[config.mk]
export PLATFORM = sky130hd
export DESIGN_NAME = smart_home_cmd_ctrl
export DESIGN_NICKNAME = d
export VERILOG_FILES = /design/src/rtl/smart_home_cmd_ctrl.sv
export SDC_FILE = /design/constraint.sdc
export NUM_CORES = 1
export LEC_CHECK = 0
export ABC_AREA = 1
export CAP_MARGIN = 10
export CORE_ASPECT_RATIO = 0.75
export CORE_MARGIN = 3
export CORE_UTILIZATION = 50
export DETAILED_ROUTE_END_ITERATION = 16
export PLACE_DENSITY = 0.76
export SLEW_MARGIN = 25
export SYNTH_ARGS = -nofsm -noshare
export SYNTH_HDL_FRONTEND = slang
export SYNTH_SLANG_ARGS = --single-unit
[constraint.sdc]
create_clock -name clk -period 1.6 [get_ports clk]
set_input_delay 0.16 -clock clk [delete_from_list [all_inputs] [get_ports clk]]
set_output_delay 0.16 -clock clk [all_outputs]
set_load 0.02 [all_outputs]
[src/rtl/smart_home_cmd_ctrl.sv]
// Purpose  : N-channel command decoder driving on/off outputs plus a two-byte
//            status reporter (header byte, then channel states) sent periodically
//            and on request. Optional build macro: CMD_TOGGLE_EN adds per-channel
//            toggle codes.
// Latency  : a command strobed into edge n updates ch_out/cmd_err after edge n.
//            A status frame starts one cycle after its request is registered.
// Backpres.: tx_data/tx_valid hold until tx_valid && tx_ready. A request made
//            while a frame is in flight is remembered as one pending frame.
// Ports    : clk, rst_n (sync, active-low) | rx_data/rx_valid command input |
//            ch_out channel states | tx_data/tx_valid/tx_ready status output |
//            cmd_err one-cycle pulse on an unrecognised code.
module smart_home_cmd_ctrl #(
  parameter int          NUM_CH     = 4,
  parameter int          CMD_BASE   = 20,
  parameter int          CLK_HZ     = 50000000,
  parameter int          REPORT_MS  = 2000,
  parameter logic [7:0]  STATUS_HDR = 8'hA5
) (
  input  logic              clk,
  input  logic              rst_n,
  input  logic [7:0]        rx_data,
  input  logic              rx_valid,
  output logic [NUM_CH-1:0] ch_out,
  output logic [7:0]        tx_data,
  output logic              tx_valid,
  input  logic              tx_ready,
  output logic              cmd_err
);

  localparam int REPORT_CYCLES = CLK_HZ / 1000 * REPORT_MS;
  localparam int TW = (REPORT_CYCLES > 1) ? $clog2(REPORT_CYCLES) : 1;
  localparam logic [TW-1:0] TMR_LAST = TW'(REPORT_CYCLES - 1);

  localparam logic [8:0] REL_ALL_OFF = 9'(2 * NUM_CH);
  localparam logic [8:0] REL_STATUS  = 9'(2 * NUM_CH + 1);

  localparam logic [1:0] S_IDLE     = 2'd0;
  localparam logic [1:0] S_SEND_HDR = 2'd1;
  localparam logic [1:0] S_SEND_STA = 2'd2;

  logic [NUM_CH-1:0] ch_q, ch_d;
  logic [7:0]        txd_q, txd_d;
  logic              txv_q, txv_d;
  logic              err_q, err_d;
  logic [TW-1:0]     tmr_q, tmr_d;
  logic              pend_q, pend_d;
  logic [1:0]        st_q, st_d;

  logic [8:0] rel;
  logic       req_set;
  logic       frame_start;
  logic       tmr_wrap;
  logic [7:0] stat_byte;

  // Nine-bit difference: codes below CMD_BASE land at 256 and above, so they
  // can never fall into the channel code window.
  assign rel = {1'b0, rx_data} - 9'(CMD_BASE);

  always_comb begin
    ch_d    = ch_q;
    err_d   = 1'b0;
    req_set = 1'b0;
    if (rx_valid) begin
      if (rel < REL_ALL_OFF) begin
        // rel[0] selects OFF; rel[8:1] is the channel index.
        for (int k = 0; k < NUM_CH; k++) begin
          if (rel[8:1] == 8'(k)) ch_d[k] = ~rel[0];
        end
      end else if (rel == REL_ALL_OFF) begin
        ch_d = '0;
      end else if (rel == REL_STATUS) begin
        req_set = 1'b1;
`ifdef CMD_TOGGLE_EN
      end else if (rel >= 9'(2 * NUM_CH + 2) && rel < 9'(3 * NUM_CH + 2)) begin
        for (int k = 0; k < NUM_CH; k++) begin
          if (rel == 9'(2 * NUM_CH + 2 + k)) ch_d[k] = ~ch_q[k];
        end
`endif
      end else begin
        err_d = 1'b1;
      end
    end
  end

  assign tmr_wrap = (tmr_q == TMR_LAST);
  assign tmr_d    = tmr_wrap ? '0 : tmr_q + 1'b1;

  always_comb begin
    stat_byte = '0;
    stat_byte[NUM_CH-1:0] = ch_q;
  end

  always_comb begin
    st_d        = st_q;
    txd_d       = txd_q;
    txv_d       = txv_q;
    frame_start = 1'b0;
    case (st_q)
      S_IDLE: begin
        if (pend_q) begin
          txd_d       = STATUS_HDR;
          txv_d       = 1'b1;
          frame_start = 1'b1;
          st_d        = S_SEND_HDR;
        end
      end
      S_SEND_HDR: begin
        // Status reflects the channels as they stand at the header handshake.
        if (tx_ready) begin
          txd_d = stat_byte;
          st_d  = S_SEND_STA;
        end
      end
      S_SEND_STA: begin
        if (tx_ready) begin
          txv_d = 1'b0;
          st_d  = S_IDLE;
        end
      end
      default: begin
        txv_d = 1'b0;
        st_d  = S_IDLE;
      end
    endcase
  end

  // A request arriving on the very edge a frame starts is served by that frame,
  // since its status byte is sampled later.
  assign pend_d = frame_start ? 1'b0 : (pend_q | req_set | tmr_wrap);

  always_ff @(posedge clk) begin
    if (!rst_n) begin
      ch_q   <= '0;
      txd_q  <= '0;
      txv_q  <= 1'b0;
      err_q  <= 1'b0;
      tmr_q  <= '0;
      pend_q <= 1'b0;
      st_q   <= S_IDLE;
    end else begin
      ch_q   <= ch_d;
      txd_q  <= txd_d;
      txv_q  <= txv_d;
      err_q  <= err_d;
      tmr_q  <= tmr_d;
      pend_q <= pend_d;
      st_q   <= st_d;
    end
  end

  assign ch_out   = ch_q;
  assign tx_data  = txd_q;
  assign tx_valid = txv_q;
  assign cmd_err  = err_q;

endmodule

==> metrics.md <==
| Metric | Value |
|---|---|
| Status | `complete, no violations` |
| Synthesized instance count | `305` |
| Pins Over Slew Limit | `0` |
| ANT nets after route | `0` |
| WL per Instance | `13.5 um` |
| Initial Util | `0.529` |
| Final WS setup | `34.4 ps` |
| CTS tree | `built` |
| DR DRC count | `0` |
| Post-synth top area cell | `dfxtp_1` |
| Post-synth EDFFs | `0` |
| Final antenna diode count | `0` |
| Final hold violation count | `0` |
| # fillers | `335` |
| Core ar. | `4100 um2` |
| Post-synthesis sequential area ratio | `0.378` |
| Post-synth ARST share | `0` |
| Slowest cell on crit path | `dfxtp_2` |
| Vias/cell | `5.24` |
| Hpwl dp | `3990 um` |
| Power Density | `638 nW/um2` |
| Post-layout util | `0.717` |
| Vias in the first global route | `1997` |
| Die height | `63.0 um` |
| Peak supply drop | `0.000542 V` |
| Cell variety after synth | `31` |
| Iter 0 DRT Violations | `198` |
| Largest net degree at the start of global routing | `21` |
| Die area | `5170 um2` |
| Leakage | `1.19 nW` |
| Syn Area/Cell | `7.11 um2` |
| Ys flop type | `dfxtp_1` |
| Yosys Warn Count | `0` |
| Fmax | `639 MHz` |
| Clock sinks | `41` |
| Commonest non-fill, non-tap cell in the layout | `nand2_1` |
| Main area contributors after synthesis | `dfxtp_1, nand2_1, nor2_1` |
| Worst-path clk slew | `80 ps` |
| Synth Register Bits | `41` |
| Commonest cells after routing, fill and taps aside | `nand2_1, nor2_1, dfxtp_1, buf_4, inv_1` |
| Clock Latency Late Sink | `290 ps` |
| Share of the synthesized area in the top cell type | `0.378` |
| CTS buffer count | `5` |
| Pre-CTS setup slack | `-433 ps` |
| Crit path required time | `1790 ps` |
| HP Class | `flop to flop` |
| Crit path DAT | `1750 ps` |
| First-pass GRT wire length | `9110 um` |
| Core Rows | `20` |
| Synthesis-to-layout area growth | `35.6%` |
| Htree depth | `2` |
| GRT Resource Usage Total | `0.228` |
| RSZ-0062 raised after global routing | `yes` |
| CP Launch Type | `flop` |
| Layout cells sized above 1 | `0.246` |
| Vias | `2204` |
| IO Count | `26` |
| Post-CTS Hold Fix Bufs | `0` |
| Gr ovfl total | `0` |
| Fin Setup TNS | `0 ps` |
| Max_cap viols | `0` |
| CP Capture Type | `flop` |
| Critical path class | `flop to flop` |
| DR pass1 iterations | `5` |
| Netlist Area Pre-Place | `2170 um2` |
| Setup Skew | `5.90 ps` |
| Chip width | `82.1 um` |
| CP peak stage delay | `370 ps` |
| Final Setup Violations | `0` |
| Final period util | `0.978` |
| Drt total wl | `5670 um` |
| Minimum clock period | `1570 ps` |
| PortBufs | `23` |
| CTS Root Cell | `clkbuf_8` |
| Initial antenna violation count | `0` |
| Crit Path Max Fanout | `4` |
| Worst path cell trace | `ha_4 -> nand2_4 -> nor2_4 -> nand2_4 -> nor2_4 -> nand2_2 -> nor3_4 -> buf_4 -> nor3_2` |
| WHS | `470 ps` |
| Final RePlAce weighted congestion | `0.898` |
| Final nets | `382` |
| Clock buffer depth | `2` |
-- Yosys cell counts (4+ instances only) --
library cell   n
inv_1         38
nor2_2         4
dfxtp_1       41
xnor2_1        5
nor3b_1        7
nand4_1        8
nor3_1        11
nand3b_1       4
a21oi_1       22
nor2_1        41
xor2_1         7
o21ai_0        5
nand2_1       53
nand3_1       27
nand2_2        4
-- report_power, final --
part | total (mW) | switching [mW] | leakage [nW] | internal [mW]
combinational | 0.207 | 0.107 | 0.815 | 0.0991
clock | 0.628 | 0.341 | 0.0399 | 0.287
sequential | 1.04 | 0.0104 | 0.333 | 1.03
-- layout make-up --
class	count	area [um2]	share of cell area
Multi-Input combinational cell	220	1300	0.441
Inverter	38	143	0.0485
Sequential cell	41	826	0.281
Clock buffer	5	68.8	0.0234
Clock inverter	1	5.00	0.00170
Tap cell	55	68.8	0.0234
Timing Repair Buffer	61	533	0.181
-- worst max-delay path, delay by kind of cell (launching register included) --
kind / cells / cell delay [ps]
adder cells (fa/ha/maj): 1 / 160
buffers and inverters: 1 / 140
flip-flops: 1 / 370
AND/OR/NAND/NOR: 7 / 790
-- flip-flops by register name (all words and copies together) (netlist names) --
signal,flops
tmr_q,27
pend_q,1
tx_valid,1
cmd_err,1
ch_out,4
tx_data,5
st_q,2
-- stage by stage --
| step | cells | area [um2] | total power [mW] |
|---|---|---|---|
| detailed placement | 407 | 2660 | 1.23 |
| finish | 421 | 2940 | 1.88 |
| floorplan | 306 | 2170 | 1.16 |
| CTS | 415 | 2800 | 1.86 |
| global placement | 407 | 2660 | 1.23 |
| global route | 421 | 2940 | 1.94 |
-- path summary, 6_finish.rpt --
kind / from / endpoint / slack [ps] / cells past startpoint
worst max register to register: tmr_q[1] / tmr_q[16] / 30 / 9
worst max-delay path: tmr_q[1] / tmr_q[16] / 30 / 9
worst min register to register: tx_valid / tx_valid / 470 / 2
worst min-delay path: tx_valid / tx_valid / 470 / 2
-- cell families after synthesis --
group,after synthesis,synth area share
simple gates,172,0.390
flops,41,0.378
fa+ha+maj,3,0.0173
other cells,1,0.00173
xor+xnor,12,0.0484
buf+inv,45,0.0905
compound gates,31,0.0732
-- per-layer routing --
| metal | track usage | share of wire | vias up |
|---|---|---|---|
| met5 | 0 | 0 | - |
| met4 | 0.0622 | 0.011 | 0 |
| met3 | 0.0605 | 0.065 | 10 |
| met2 | 0.307 | 0.44 | 75 |
| met1 | 0.351 | 0.48 | 1011 |
| li1 | - | - | 1108 |
-- timing repair --
item / 4_1_cts / 5_1_grt
resized for setup: 12 / 26
pin swaps: 3 / 11
buffers inserted: 2 / 6
endpoints found under the setup margin: 31 / 33
(Power assumes the default switching activity.)
